[src/rtl/fetch_pkg.sv]
// fetch_pkg
//   Shared definitions for the instruction-fetch sequencer: default widths,
//   HALT opcode and field bounds, FSM state encoding, saturating counter helper.
package fetch_pkg;

   localparam int FETCH_ADDR_W = 10;
   localparam int FETCH_DATA_W = 32;

   localparam int         OPC_HI   = 31;
   localparam int         OPC_LO   = 26;
   localparam logic [5:0] OPC_HALT = 6'h3F;

   typedef enum logic {
      ST_RUN    = 1'b0,
      ST_HALTED = 1'b1
   } fetch_state_t;

   function automatic logic [15:0] sat_inc16(input logic [15:0] v);
      return (v == 16'hFFFF) ? v : v + 16'd1;
   endfunction

endpackage

[src/rtl/fetch_out_reg.sv]
// fetch_out_reg
//   IF/ID output register. load captures a new word with its tag, flush
//   inserts a bubble (clears valid, keeps the previous word and pc), otherwise
//   holds. load has priority over flush.
// Ports:
//   clock, reset            rising-edge clock, synchronous active-high reset
//   load, flush             register controls
//   d_instr, d_pc_plus_1    incoming word and its address + 1
//   d_valid                 incoming word is a real instruction
//   q_instr, q_pc_plus_1,
//   q_valid                 registered IF/ID contents
module fetch_out_reg #(
   parameter int ADDR_W = 10,
   parameter int DATA_W = 32
) (
   input  logic              clock,
   input  logic              reset,
   input  logic              load,
   input  logic              flush,
   input  logic [DATA_W-1:0] d_instr,
   input  logic [ADDR_W-1:0] d_pc_plus_1,
   input  logic              d_valid,
   output logic [DATA_W-1:0] q_instr,
   output logic [ADDR_W-1:0] q_pc_plus_1,
   output logic              q_valid
);

   always_ff @(posedge clock) begin
      if (reset) begin
         q_instr     <= '0;
         q_pc_plus_1 <= '0;
         q_valid     <= 1'b0;
      end else if (load) begin
         q_instr     <= d_instr;
         q_pc_plus_1 <= d_pc_plus_1;
         q_valid     <= d_valid;
      end else if (flush) begin
         q_valid     <= 1'b0;
      end
   end

endmodule

[src/rtl/fetch_sequencer.sv]
// fetch_sequencer
//   Instruction-fetch sequencer: owns the PC, drives the 1-cycle-latency
//   instruction memory address, applies jump redirects, stalls and HALT, and
//   presents a registered, tagged word to decode through fetch_out_reg.
// Ports:
//   clock, reset       rising-edge clock, synchronous active-high reset
//   stall              hold PC and IF/ID contents
//   jump_valid,
//   jump_address       redirect request (wins over stall)
//   mem_addr           combinational instruction-memory read address
//   mem_data           memory read data, valid one cycle after its address
//   out_instr, out_pc_plus_1, out_valid   IF/ID contents
//   halted             HALT retired, fetch stopped until reset
//   stall_cycles       saturating count of stalled cycles
//
// state     | meaning
// ----------+-----------------------------------------------------------
// ST_RUN    | fetching; jump > stall > advance
// ST_HALTED | HALT loaded into IF/ID; pc frozen, jumps ignored, reset exits
module fetch_sequencer
   import fetch_pkg::*;
#(
   parameter int                ADDR_W   = FETCH_ADDR_W,
   parameter int                DATA_W   = FETCH_DATA_W,
   parameter logic [ADDR_W-1:0] RESET_PC = '0
) (
   input  logic              clock,
   input  logic              reset,
   input  logic              stall,
   input  logic              jump_valid,
   input  logic [ADDR_W-1:0] jump_address,
   output logic [ADDR_W-1:0] mem_addr,
   input  logic [DATA_W-1:0] mem_data,
   output logic [DATA_W-1:0] out_instr,
   output logic [ADDR_W-1:0] out_pc_plus_1,
   output logic              out_valid,
   output logic              halted,
   output logic [15:0]       stall_cycles
);

   fetch_state_t      state;
   logic [ADDR_W-1:0] pc;
   logic [ADDR_W-1:0] rd_pc;
   logic              rd_valid;

   logic              run;
   logic              jump_take;
   logic              stall_take;
   logic              advance;
   logic              out_flush;
   logic              halt_seen;
   logic [ADDR_W-1:0] rd_pc_inc;

   assign run        = (state == ST_RUN);
   assign jump_take  = run && jump_valid;
   assign stall_take = stall && !jump_take;
   assign advance    = run && !jump_valid && !stall;
   // HALTED drains the IF/ID register to a bubble on its first unstalled cycle
   assign out_flush  = jump_take || (!run && !stall);
   assign halt_seen  = rd_valid && (mem_data[OPC_HI:OPC_LO] == OPC_HALT);
   assign rd_pc_inc  = rd_pc + 1'b1;

   // A stall re-issues the in-flight address so mem_data stays stable.
   always_comb begin
      mem_addr = pc;
      if (reset)
         mem_addr = RESET_PC;
      else if (jump_take)
         mem_addr = jump_address;
      else if (run && stall)
         mem_addr = rd_pc;
   end

   always_ff @(posedge clock) begin
      if (reset) begin
         state        <= ST_RUN;
         pc           <= RESET_PC;
         rd_pc        <= RESET_PC;
         rd_valid     <= 1'b0;
         halted       <= 1'b0;
         stall_cycles <= '0;
      end else begin
         if (stall_take)
            stall_cycles <= sat_inc16(stall_cycles);
         case (state)
            ST_RUN: begin
               if (jump_valid) begin
                  pc       <= jump_address + 1'b1;
                  rd_pc    <= jump_address;
                  rd_valid <= 1'b1;
               end else if (!stall) begin
                  pc       <= pc + 1'b1;
                  rd_pc    <= pc;
                  rd_valid <= 1'b1;
                  if (halt_seen) begin
                     state  <= ST_HALTED;
                     halted <= 1'b1;
                  end
               end
            end
            ST_HALTED: begin
               rd_valid <= 1'b0;
            end
            default: state <= ST_RUN;
         endcase
      end
   end

   fetch_out_reg #(
      .ADDR_W (ADDR_W),
      .DATA_W (DATA_W)
   ) u_out_reg (
      .clock       (clock),
      .reset       (reset),
      .load        (advance),
      .flush       (out_flush),
      .d_instr     (mem_data),
      .d_pc_plus_1 (rd_pc_inc),
      .d_valid     (rd_valid),
      .q_instr     (out_instr),
      .q_pc_plus_1 (out_pc_plus_1),
      .q_valid     (out_valid)
   );

endmodule

[config.mk]
export PLATFORM = sky130hd
export DESIGN_NAME = fetch_sequencer
export DESIGN_NICKNAME = d
export VERILOG_FILES = /design/src/rtl/fetch_pkg.sv /design/src/rtl/fetch_out_reg.sv /design/src/rtl/fetch_sequencer.sv
export SDC_FILE = /design/constraint.sdc
export NUM_CORES = 1
export LEC_CHECK = 0
export BUFFER_PORTS_ARGS = -buffer_cell sky130_fd_sc_hd__buf_2
export CORE_MARGIN = 2
export CORE_UTILIZATION = 47
export DETAILED_ROUTE_END_ITERATION = 7
export GPL_TIMING_DRIVEN = 0
export PLACE_DENSITY_LB_ADDON = 0.08
export SYNTH_ARGS = -nofsm -noshare
export SYNTH_HDL_FRONTEND = slang
export SYNTH_SLANG_ARGS = --single-unit
[constraint.sdc]
create_clock -name clock -period 1.65 [get_ports clock]
set_input_delay 0.0825 -clock clock [delete_from_list [all_inputs] [get_ports clock]]
set_output_delay 0.0825 -clock clock [all_outputs]
set_load 0.02 [all_outputs]
==> reports/qor.txt <==
Unrepaired setup endpoints after global routing -> yes
Clock latency on the worst-skew pair -> 360 ps
Final WS setup -> -96.9 ps
Die X -> 95.5 microns
Rel. slew slack -> 0.486
Most common cell in the netlist -> dfxtp_1
First-pass GRT wire length -> 19.6 mm
Reg2Reg Depth -> 5
Hold depth -> 3
Post-layout instance count excluding filler cells -> 776
Setup TNS Final -> -453 ps
Via count -> 4448
Worst Setup Start Kind -> flip-flop
Critical path arrival -> 1660 ps
DRC violations left -> 0
Final nets -> 715
Hold slack -> 155 ps
PortBufs -> 114
Net Count, Synth -> 536
Final period util -> 1.06
Largest cells by area after synthesis -> dfxtp_1 (42%), nand2_1 (7.7%), a21oi_1 (7.6%)
Cells after DPL -> 706
Final slew viol count -> 0
Largest net degree at the start of global routing -> 16
Initial DRC count -> 292
Placeable Area -> 0.00818 sq mm
Clk sinks -> 82
VDD IR max -> 507 uV
Critical Path Sink Type -> output port
Hold crit path type -> primary input to flip-flop
Synth cell count leaders -> dfxtp_1 (82), nand2_1 (81), a21oi_1 (60)
Synth cell types -> 49
Slew @ Worst Pin -> 771 ps
Total CTS buffers -> 9
GP Congestion -> 0.935
Worst-path fanout max -> 5
Crit Path Class -> flip-flop to output port
EDFF count, synth -> 0
P_leak -> 2.37 nW
Post-route ant nets -> 0
Total grt overflow -> 0
Drt via density -> 5.73
Max-Cap Viols -> 0
Cells after synthesis -> 487
Area Growth Syn to Fin -> 45.2%
Final setup fails -> 17
Detailed Place HPWL -> 8.23 mm
Die Span Y -> 95.5 microns
Post-synthesis sequential area ratio -> 0.417
Layout cells sized above 1 -> 0.352
Number of global-route vias before repair -> 4139
Syn Std Cell Area -> 0.00394 sq mm
#FFs+latches synth -> 82
TritonCTS clock tree -> built
Post-DR wirelength/cell -> 16.5 microns
Row count -> 33
ANT cells -> 0
Final hold vios -> 0
Failing checks -> setup timing
Die footprint -> 0.00913 sq mm
H-tree depth -> 3
Yosys warns -> 0
Tmin final -> 1750 ps
IO Count -> 116
Fin util -> 0.699
Worst EP required -> 1570 ps
Worst clock skew -> 6.12 ps
Status -> finished with violations
Synth top area share -> 0.417
Post-synth top flop -> dfxtp_1
PD cells -> 796 mW/mm^2
Final Routed Wirelength -> 12.8 mm
Pre-antenna DRT Iters -> 5
Max Root-Sink Buffers -> 2
Async S/R FF share, synth -> 0
Clk pin slew, worst setup/hold paths -> 90 ps
Mean Syn Cell Area -> 8.09 sq um
Fmax -> 0.572 GHz
Total global-route track usage -> 0.272
Initial antenna violation count -> 0
Clock root buffer -> clkbuf_8
Initial Util -> 0.482
Largest area contributor in the netlist -> dfxtp_1
-- critical path, stage by stage, from the launching register on --
cell and delay (ps):
dfxtp_4 380, clkinvlp_4 160, nand2_4 170, mux2i_2 290
a211oi_2 110, buf_4 200
-- flip-flops by register name (all words and copies together) (netlist names) --
signal                 cells
u_out_reg.q_instr         32
stall_cycles              16
pc                        10
rd_pc                     10
u_out_reg.q_pc_plus_1     10
halted                     1
rd_valid                   1
state                      1
u_out_reg.q_valid          1
-- cell families after synthesis --
group                    Yosys count  share of synthesized area
AND/OR/NAND/NOR                  202                      0.244
AO/OA/AOI/OAI                    123                      0.197
flip-flops                        82                      0.417
buffers and inverters             42                     0.0454
multiplexers                      23                     0.0604
XOR/XNOR                          12                     0.0267
adder cells (fa/ha/maj)            3                    0.00953
-- layout by cell type, fill, tap and decap left out, types with 6 or more instances in the layout --
| cell | instances |
|---|---|
| a211oi_1 | 13 |
| a211oi_2 | 11 |
| a21oi_1 | 56 |
| buf_2 | 110 |
| buf_4 | 29 |
| clkbuf_1 | 13 |
| clkbuf_8 | 10 |
| dfxtp_1 | 68 |
| dfxtp_2 | 6 |
| dfxtp_4 | 8 |
| dlygate4sd3_1 | 32 |
| inv_1 | 9 |
| mux2i_1 | 11 |
| mux2i_2 | 6 |
| nand2_1 | 80 |
| nand3_1 | 17 |
| nand4_1 | 13 |
| nor2_1 | 39 |
| nor3_1 | 7 |
| o21ai_0 | 11 |
| o31ai_1 | 8 |
| xor2_1 | 9 |
-- metrics by stage --
step                      power [mW]  setup slack [ps]  instance area [sq um]
final                           4.55             -96.9                   5720
after global routing            4.73              -152                   5720
after CTS                       4.53             -68.9                   5530
after detailed placement        2.88              -348                   4700
after global placement          2.87              -334                   4700
after floorplan                 2.63             -14.6                   4000
-- layout make-up --
| type | instances | area, sq um |
|---|---|---|
| clock inverters | 6 | 75.1 |
| repair buffers | 168 | 1120 |
| inverters | 10 | 41.3 |
| flip-flops and latches | 82 | 1680 |
| plain buffers | 31 | 199 |
| clock buffers | 10 | 138 |
| well taps | 105 | 131 |
| fillers | 655 | 2460 |
| multi-input cells | 364 | 2340 |
-- final timing paths --
check	startpoint	slack, ps	to
max	state$_SDFF_PP0_	-100	mem_addr[5]
min	jump_address[3]	150	rd_pc[3]$_SDFFE_PP0P_
max reg2reg	stall_cycles[0]$_SDFFE_PP0P_	-40	stall_cycles[14]$_SDFFE_PP0P_
min reg2reg	u_out_reg.q_instr[29]$_SDFFE_PP0P_	460	u_out_reg.q_instr[29]$_SDFFE_PP0P_
-- where the power goes --
part           total (mW)  switching [mW]  internal [mW]
Sequential           2.17          0.0998           2.07
Clock                1.56           0.800          0.759
Combinational       0.829           0.463          0.366
-- per-layer routing --
layer | wire length [microns] | GRT usage | vias to the layer above
li1 | - | - | 2114
met1 | 5360 | 0.344 | 2118
met2 | 6280 | 0.445 | 191
met3 | 920 | 0.0593 | 25
met4 | 268 | 0.120 | 0
met5 | 0 | 0 | -
-- what timing repair did --
| item | CTS | global route |
|---|---|---|
| hold endpoints to repair | 32 | 0 |
| buffers inserted | 11 | 8 |
| setup endpoints to repair | 43 | 59 |
| gates cloned | 4 | 0 |
| hold buffers | 32 | 0 |
| resized for setup | 46 | 49 |
| pin swaps | 15 | 15 |
(Power assumes the default switching activity.)
